[config.mk]
export PLATFORM = sky130hd
export DESIGN_NAME = tetris_parca_sirala_flat
export DESIGN_NICKNAME = d
export VERILOG_FILES = /design/src/rtl/tetris_pkg.sv /design/src/rtl/tetris_parca_sirala_if.sv /design/src/rtl/tetris_parca_fifo.sv /design/src/rtl/tetris_parca_sirala.sv /design/src/flat_wrapper.sv
export SDC_FILE = /design/constraint.sdc
export NUM_CORES = 1
export LEC_CHECK = 0
export BUFFER_PORTS_ARGS = -buffer_cell sky130_fd_sc_hd__buf_2
export CAP_MARGIN = 20
export CORE_MARGIN = 2
export CORE_UTILIZATION = 55
export CTS_CLUSTER_SIZE = 20
export DETAILED_ROUTE_END_ITERATION = 10
export PLACE_DENSITY_LB_ADDON = 0.3
export SLEW_MARGIN = 20
export SYNTH_ARGS = -nofsm -noshare
export SYNTH_HDL_FRONTEND = slang
export SYNTH_HIERARCHICAL = 1
export SYNTH_SLANG_ARGS = --single-unit
[constraint.sdc]
create_clock -name clk -period 6.7 [get_ports clk]
set_clock_uncertainty 0.2 [all_clocks]
set_input_delay 0.335 -clock clk [delete_from_list [all_inputs] [get_ports clk]]
set_output_delay 0.335 -clock clk [all_outputs]
set_load 0.05 [all_outputs]
[src/rtl/tetris_pkg.sv]
// Shared widths, the empty-piece code and FSM state encodings for the
// tetris piece sequencer.
package tetris_pkg;
  localparam int PARCA_W     = 3;
  localparam int YUKSEKLIK_W = 5;

  localparam logic [PARCA_W-1:0] PARCA_YOK = 3'b000;

  localparam logic [1:0] BOSTA  = 2'b00;
  localparam logic [1:0] CALIS  = 2'b01;
  localparam logic [1:0] BOSLUK = 2'b10;
  localparam logic [1:0] DUR    = 2'b11;
endpackage

[src/rtl/tetris_parca_sirala_if.sv]
// Valid/ready handshake carrying piece codes into the sequencer.
interface tetris_parca_sirala_if;
  import tetris_pkg::*;

  logic [PARCA_W-1:0] parca_gir;
  logic               parca_gecerli;
  logic               parca_hazir;

  modport master (output parca_gir, output parca_gecerli, input parca_hazir);
  modport slave  (input parca_gir, input parca_gecerli, output parca_hazir);
endinterface

[src/rtl/tetris_parca_fifo.sv]
// Small piece FIFO with combinational head; an extra pointer bit
// distinguishes full from empty.
module tetris_parca_fifo #(
  parameter int DERINLIK = 4,
  parameter int W        = 3
) (
  input  logic         clk,
  input  logic         rst,
  input  logic         push,
  input  logic         pop,
  input  logic [W-1:0] veri,
  output logic [W-1:0] bas,
  output logic         bos,
  output logic         dolu
);
  localparam int AW = $clog2(DERINLIK);

  logic [AW:0]  yaz_reg;
  logic [AW:0]  oku_reg;
  logic [W-1:0] mem [DERINLIK];
  logic         push_ok;
  logic         pop_ok;

  assign bos     = (yaz_reg == oku_reg);
  assign dolu    = (yaz_reg[AW] != oku_reg[AW]) &&
                   (yaz_reg[AW-1:0] == oku_reg[AW-1:0]);
  assign push_ok = push && !dolu;
  assign pop_ok  = pop && !bos;
  assign bas     = mem[oku_reg[AW-1:0]];

  always_ff @(posedge clk or posedge rst) begin
    if (rst) begin
      yaz_reg <= '0;
      oku_reg <= '0;
    end else begin
      if (push_ok) yaz_reg <= yaz_reg + 1'b1;
      if (pop_ok)  oku_reg <= oku_reg + 1'b1;
    end
  end

  // Storage carries no reset; only the pointers define what is valid.
  always_ff @(posedge clk) begin
    if (push_ok) mem[yaz_reg[AW-1:0]] <= veri;
  end
endmodule

[src/rtl/tetris_parca_sirala.sv]
// Piece sequencer: queues incoming codes and issues one per slot to the
// tetris core, with PARCA_YOK gaps, halting for good on game over.
module tetris_parca_sirala
  import tetris_pkg::*;
#(
  parameter int          DERINLIK = 4,
  parameter int          BOSLUK   = 1,
  parameter int unsigned SINIR    = 20,
  parameter int          SAYAC_W  = 8
) (
  input  logic                   clk,
  input  logic                   rst,
  input  logic                   baslat,
  tetris_parca_sirala_if.slave   giris,
  output logic [PARCA_W-1:0]     parca,
  input  logic                   bitti_mi,
  input  logic [YUKSEKLIK_W-1:0] yukseklik,
  output logic [1:0]             durum,
  output logic [SAYAC_W-1:0]     verilen,
  output logic                   oyun_bitti
);
  localparam int GAP_W = (BOSLUK < 1) ? 1 : $clog2(BOSLUK + 1);
  localparam logic [GAP_W-1:0] GAP_YUK = GAP_W'(BOSLUK);

  logic [1:0]         durum_reg, durum_next;
  logic [PARCA_W-1:0] parca_reg, parca_next;
  logic [SAYAC_W-1:0] verilen_reg, verilen_next;
  logic [GAP_W-1:0]   sayac_reg, sayac_next;
  logic [PARCA_W-1:0] bas;
  logic               bos, dolu, push, pop, dur;

  assign giris.parca_hazir = !dolu && (durum_reg != DUR);
  assign push = giris.parca_gecerli && giris.parca_hazir && (giris.parca_gir != PARCA_YOK);
  assign dur  = bitti_mi || (32'(yukseklik) >= SINIR);

  tetris_parca_fifo #(.DERINLIK(DERINLIK), .W(PARCA_W)) u_fifo (
    .clk  (clk),
    .rst  (rst),
    .push (push),
    .pop  (pop),
    .veri (giris.parca_gir),
    .bas  (bas),
    .bos  (bos),
    .dolu (dolu)
  );

  // The state constant BOSLUK is shadowed by the gap-length parameter, hence the qualified name.
  always_comb begin
    durum_next   = durum_reg;
    parca_next   = PARCA_YOK;
    verilen_next = verilen_reg;
    sayac_next   = sayac_reg;
    pop          = 1'b0;
    case (durum_reg)
      BOSTA: begin
        if (baslat) durum_next = CALIS;
      end
      CALIS: begin
        if (dur) begin
          durum_next = DUR;
        end else if (!bos) begin
          parca_next = bas;
          pop        = 1'b1;
          if (verilen_reg != '1) verilen_next = verilen_reg + 1'b1;
          if (BOSLUK != 0) begin
            durum_next = tetris_pkg::BOSLUK;
            sayac_next = GAP_YUK;
          end
        end
      end
      tetris_pkg::BOSLUK: begin
        if (dur) begin
          durum_next = DUR;
        end else begin
          sayac_next = sayac_reg - 1'b1;
          if (sayac_reg <= 1) durum_next = CALIS;
        end
      end
      default: ;
    endcase
  end

  always_ff @(posedge clk or posedge rst) begin
    if (rst) begin
      durum_reg   <= BOSTA;
      parca_reg   <= PARCA_YOK;
      verilen_reg <= '0;
      sayac_reg   <= '0;
    end else begin
      durum_reg   <= durum_next;
      parca_reg   <= parca_next;
      verilen_reg <= verilen_next;
      sayac_reg   <= sayac_next;
    end
  end

  assign parca      = parca_reg;
  assign durum      = durum_reg;
  assign verilen    = verilen_reg;
  assign oyun_bitti = (durum_reg == DUR);
endmodule
[src/flat_wrapper.sv]
// flat-port wrapper written by rule: the top's interface ports become plain ports
module tetris_parca_sirala_flat import tetris_pkg::*;
#(
  parameter int          DERINLIK = 4,
  parameter int          BOSLUK   = 1,
  parameter int unsigned SINIR    = 20,
  parameter int          SAYAC_W  = 8
)
  (clk, rst, baslat, parca, bitti_mi, yukseklik, durum, verilen, oyun_bitti, giris_parca_gir, giris_parca_gecerli, giris_parca_hazir);
  tetris_parca_sirala_if giris_i ();
  input  logic clk;
  input  logic rst;
  input  logic baslat;
  output logic [PARCA_W-1:0] parca;
  input  logic bitti_mi;
  input  logic [YUKSEKLIK_W-1:0] yukseklik;
  output logic [1:0] durum;
  output logic [SAYAC_W-1:0] verilen;
  output logic oyun_bitti;
  input wire logic [$bits(giris_i.parca_gir)-1:0] giris_parca_gir;
  input wire logic [$bits(giris_i.parca_gecerli)-1:0] giris_parca_gecerli;
  output wire logic [$bits(giris_i.parca_hazir)-1:0] giris_parca_hazir;
  assign giris_i.parca_gir = giris_parca_gir;
  assign giris_i.parca_gecerli = giris_parca_gecerli;
  assign giris_parca_hazir = giris_i.parca_hazir;
  tetris_parca_sirala #(.DERINLIK(DERINLIK), .BOSLUK(BOSLUK), .SINIR(SINIR), .SAYAC_W(SAYAC_W)) u_core (.clk(clk), .rst(rst), .baslat(baslat), .giris(giris_i), .parca(parca), .bitti_mi(bitti_mi), .yukseklik(yukseklik), .durum(durum), .verilen(verilen), .oyun_bitti(oyun_bitti));
endmodule
* Word level (Yosys, flattened, before mapping) *
Memories as Yosys holds them, arrays and structs flattened.
Index checks and enable logic that the tools add are counted.

storage, ports and cells
  register bits = 19
  bits in latches = 0
  RAM bits = 12
  memory bits (read-only) = 0
  bits of input ports = 13
  output and inout port bits = 15
  logic and storage cells = 49
  memories = 1

operators by class
  add/subtract/negate cells = 3
  $mul = 0
  divide/modulo/power cells = 0
  $lt $le $gt $ge = 1
  equal/unequal tests = 10
  shift operators = 0
  muxes and demuxes = 13
  bitwise logic cells = 2
  reduce and logical (&&, ||, !) cells = 14

memories
  memory             depth  width  read ports  clocked after memory_dff  write ports  line                     RTL
  u_core.u_fifo.mem  4      3      1           0                         1            tetris_parca_fifo.sv:20  logic [W-1:0] mem [DERINLIK];

operators with widths
  kind                                                      count
  two-way mux 3 bit                                         3
  adder 8 x 1 -> 8 bit, second input constant               1
  two-way mux 2 bit                                         4
  != test 8 bit, second input constant                      1
  adder 3 x 1 -> 3 bit, second input constant               2
  logical AND 1 bit                                         6
  one-hot mux 2 bit (3 select lines)                        1
  nonzero test 3 bit                                        2
  greater-or-equal comparator 5 bit, second input constant  1
  two-way mux 1 bit                                         5
  == test 2 bit, second input constant                      2
  != test 2 bit, second input constant                      2
  AND reduction 4 bit                                       1
  == test 3 bit                                             1
  != test 3 bit, second input constant                      1
  AND reduction 3 bit                                       1
  == test 2 x 1 -> 1 bit, second input constant             1
  == test 2 bit                                             1
  logical NOT 1 bit                                         2
  logical NOT 2 bit                                         1
  NOT 1 bit                                                 2
  logical OR 1 bit                                          1
  != test 1 bit                                             1

* Depth between registers and ports, before layout *
  depth in word-level cells = 9
  gate-level depth with buffers = 9
  gate-level depth less buffers = 8

* By module *
Netlist, hierarchy kept.

modules (own cells, without submodules)
  module               instances  cells an instance  area each (µm²)  seq. area each (µm²)
  tetris_parca_fifo    1          66                 944.7            510.5
  tetris_parca_sirala  1          68                 749.5            325.3

* Worst setup path before layout *
OpenSTA, ideal clock, no wires.

  kind = flip-flop to flip-flop
  start point = register u_core.durum_reg[0], in the netlist u_core/durum[0]
  end point = memory u_core.u_fifo.mem[3][0], enable pin
  library setup time = 0.329 ns
  data arrival time = 2.544 ns
  data required time = 6.171 ns
  slack = 3.627 ns
  cell stages (with the launch flop) = 6
  cell sequence = dfrtp_1 > ha_1 > nor2_1 > o311a_1 > nand2_1 > a31oi_2

between the ends
  word-level cells in the longest chain between the ends = 7

ends and longest elaborated chain
  item                                     line                       RTL
  from (decl)                              tetris_parca_sirala.sv:25  logic [1:0] durum_reg, durum_next;
  from (signal assigned)                   tetris_parca_sirala.sv:90  durum_reg <= durum_next;
  != test 2 bit                            tetris_parca_sirala.sv:32  assign giris.parca_hazir = !dolu && (durum_reg != DUR);
  logical AND 1 bit                        tetris_parca_sirala.sv:32
  named net giris_parca_hazir              flat_wrapper.sv:22         output wire logic [$bits(giris_i.parca_hazir)-1:0] giris_parca_hazir;
  logical AND 1 bit (2 in a row)           tetris_parca_sirala.sv:33  assign push = giris.parca_gecerli && giris.parca_hazir && (giris.parca_gir != PARCA_YOK);
  named net u_core.push                    tetris_parca_sirala.sv:30  logic bos, dolu, push, pop, dur;
  logical AND 1 bit                        tetris_parca_fifo.sv:27    assign push_ok = push && !dolu;
  two-way mux 1 bit                        tetris_parca_fifo.sv:43    if (push_ok) mem[yaz_reg[AW-1:0]] <= veri;
  two-way mux 1 bit (not written as such)  tetris_parca_fifo.sv:43
  to (decl)                                tetris_parca_fifo.sv:20

The timed path passes the listed nets, and every way through them passes these cells.

* Worst setup path after layout *
  start point = register u_core.u_fifo.oku_reg[0]
  end point = register u_core.verilen_reg[7], in the netlist u_core/verilen[7]

between the ends
  word-level cells in the longest chain between the ends = 3

ends and longest elaborated chain
  item                                  line                       RTL
  from (decl)                           tetris_parca_fifo.sv:19    logic [AW:0] oku_reg;
  from (signal assigned)                tetris_parca_fifo.sv:37    if (pop_ok) oku_reg <= oku_reg + 1'b1;
  == test 3 bit                         tetris_parca_fifo.sv:24    assign bos = (yaz_reg == oku_reg);
  named net u_core.bos                  tetris_parca_sirala.sv:30
  NOT 1 bit (no source line)            --
  AND reduction 4 bit (no source line)  --
  to (signal assigned)                  tetris_parca_sirala.sv:92  verilen_reg <= verilen_next;
  to (decl)                             tetris_parca_sirala.sv:27  logic [SAYAC_W-1:0] verilen_reg, verilen_next;

The timed path passes the listed nets, and every way through them passes these cells.
A chain may end at the register's enable or synchronous reset.

==> run summary <==
status: completed
sequential share of the synthesized area: 0.493
RSZ-0062 raised after global routing: no
Final ANT Viol Nets: 0
minimum clock period: 2.43 ns
DRC viols: 0
Detailed Route WL: 3040 um
layout cell share with drive strength beyond 1: 0.313
hold crit path type: in2reg
largest net degree at the start of global routing: 14
slowest CP cell: dfrtp_1
Fmax: 0.412 GHz
area taken by multi-input logic gates: 797 um2
worst-path fanout max: 7
synthesized area: 0.00169 mm2
post-synthesis net count: 158
initial antenna violation count: 0
share of total power in sequential cells: 0.573
Clk Latency, worst-skew pair: 0.32 ns
Startpoint Class: flip-flop
CTS tree: done
worst vdd ir: 0.000116 V
clock share of power: 0.400
syn_area_per_cell: 12.6 um2
IO Pins: 28
clk slew on worst S/H paths: 0.09 ns
worst-margin pin slew: 0.543 ns
post-DR wirelength/cell: 15.3 um
first-pass iteration count of the detailed router: 4
CTS Buf Count: 5
Int Power: 0.000277 W
Max-slew headroom: 0.635
CP Buf/Inv Count: 1
critical path class: reg2reg
critical-path cell list: xor2_2, nor3_1, nor3b_4, nand2_2, inv_2, nand3_1, mux2_1
Leakage: 0.920 nW
GRT Total Usage: 0.189
count of cell types in the netlist: 39
max incr delay on CP: 0.63 ns
FILL cells: 232
first-pass GRT wire length: 4850 um
fin nets: 189
Port Buffer Count: 25
Post-synth ARST share: 0.613
Max Transition Viols Final: 0
routed vias: 1141
power density over cell area: 178 mW/mm2
Seq cells post-synth: 31
Antenna Cells: 0
total congestion overflow: 0
Avg Vias per Cell: 5.73
commonest non-fill, non-tap cells in the layout: 25 x buf_2, 19 x dfrtp_1, 12 x edfxtp_1, 11 x inv_1, 11 x ha_1
Final Cycle Share: 0.363
post-layout util: 0.643
Pwr Total: 0.000344 W
Longest Clk Path Bufs: 2
CP top delay family: simple AND/OR/NAND/NOR gates
initial core utilization: 0.564
commonest non-fill, non-tap cell in the layout: buf_2
Combinational Power Share: 0.027
Area Growth Syn to Fin: 14.0%
FF/Latch Area: 836 um2
Final Hold Viols: 0
routability cong.: 0.836
top_reg_cell synth: dfrtp_1
post-synthesis cell count: 134
Largest register FFs: 12
core area: 0.00300 mm2
dpl hpwl: 2280 um
clk sink count: 31
drt initial violations: 34
vias in the first global route: 1126
Psw: 0.0000666 W
switching share of power: 0.194
worst path arrival time: 2.44 ns
Setup-failing EPs final: 0
htree depth: 2
Crit path required time: 6.71 ns
Setup TNS Final: 0 ns
die height: 59.5 um
Core Rows: 20
die area: 0.00354 mm2
count of flip-flops with a built-in enable after synthesis: 12
Die W: 59.5 um
Crit. End Element: flip-flop
number of max-cap violations: 0
Yosys warnings: 6
CTS root buffer: clkbuf_4
## cells in the mapped netlist (all sizes together) (3+ instances only)
library cell  count  area, um2
o31ai             4       30.0
mux4              3       67.6
o21ai             3       26.3
nand2b            3       18.8
a41oi             3       26.3
nor3              3       26.3
nor2              5       18.8
a21oi             8       40.0
ha               11        138
and3              6       37.5
nand3             6       40.0
dfrtp            19        475
xnor2             5       51.3
edfxtp           12        360
xor2              9       93.8
inv              12       45.0
nand2             6       25.0
## logic make-up after synthesis
logic type / count (synthesis) / synth area share
AO/OA/AOI/OAI: 24 / 0.109
multiplexers: 5 / 0.0554
AND/OR/NAND/NOR: 35 / 0.139
adder cells (fa/ha/maj): 11 / 0.0812
flip-flops: 31 / 0.493
buffers and inverters: 14 / 0.0362
XOR/XNOR: 14 / 0.0857
## layout make-up
cell class                      count  area share
Clock buffer                        5      0.0194
Clock inverter                      3      0.0201
Inverter                           12      0.0233
Multi-Input combinational cell     89       0.413
Sequential cell                    31       0.433
Tap cell                           33      0.0214
Timing Repair Buffer               26      0.0700
## stage by stage
stage	worst slack (ns)	instance area (um2)	hold slack (ns)	instances
after floorplan	3.63	1690	-0.0740	134
after global routing	4.14	1930	0.0476	199
after global placement	4.33	1840	0.0776	190
after detailed placement	4.29	1840	0.0790	190
final	4.27	1930	0.0529	199
after CTS	4.26	1930	0.0454	199
## final timing paths
path	to	slack [ns]	cells after the start	start
max in group asynchronous	u_core/parca[0]	5.57	3	rst
worst max register to register	u_core/verilen[7]	4.27	7	u_core/u_fifo/oku_reg[0]
min in group asynchronous	u_core/u_fifo/oku_reg[0]	0.29	3	rst
worst min register to register	u_core/verilen[5]	0.31	1	u_core/verilen[5]
worst min-delay path	u_core/u_fifo/mem[3][0]	0.05	1	giris_parca_gir[0]
worst max-delay path	u_core/verilen[7]	4.27	7	u_core/u_fifo/oku_reg[0]
## timing repair
action	in CTS	in global routing
gates resized for setup	0	0
hold endpoints to repair	19	0
buffers inserted	0	0
hold buffers	1	0
## per-layer routing
metal	part of all wire	vias up	GRT usage
met5	0	-	0
met4	0.012	0	0.0857
met3	0.043	6	0.0502
met2	0.52	32	0.325
met1	0.43	553	0.219
li1	-	550	-
## power groups by stage
| stage | Combinational [W] | Clock [W] | Sequential, W |
|---|---|---|---|
| finish | 0.00000911 | 0.000138 | 0.000197 |
| global route | 0.0000105 | 0.000149 | 0.000197 |
| CTS | 0.00000943 | 0.000143 | 0.000197 |
| detailed placement | 0.00000892 | 0 | 0.000201 |
| global placement | 0.00000840 | 0 | 0.000201 |
| floorplan | 0.00000320 | 0 | 0.000201 |
Note: power is estimated with default switching activity, not from simulation.
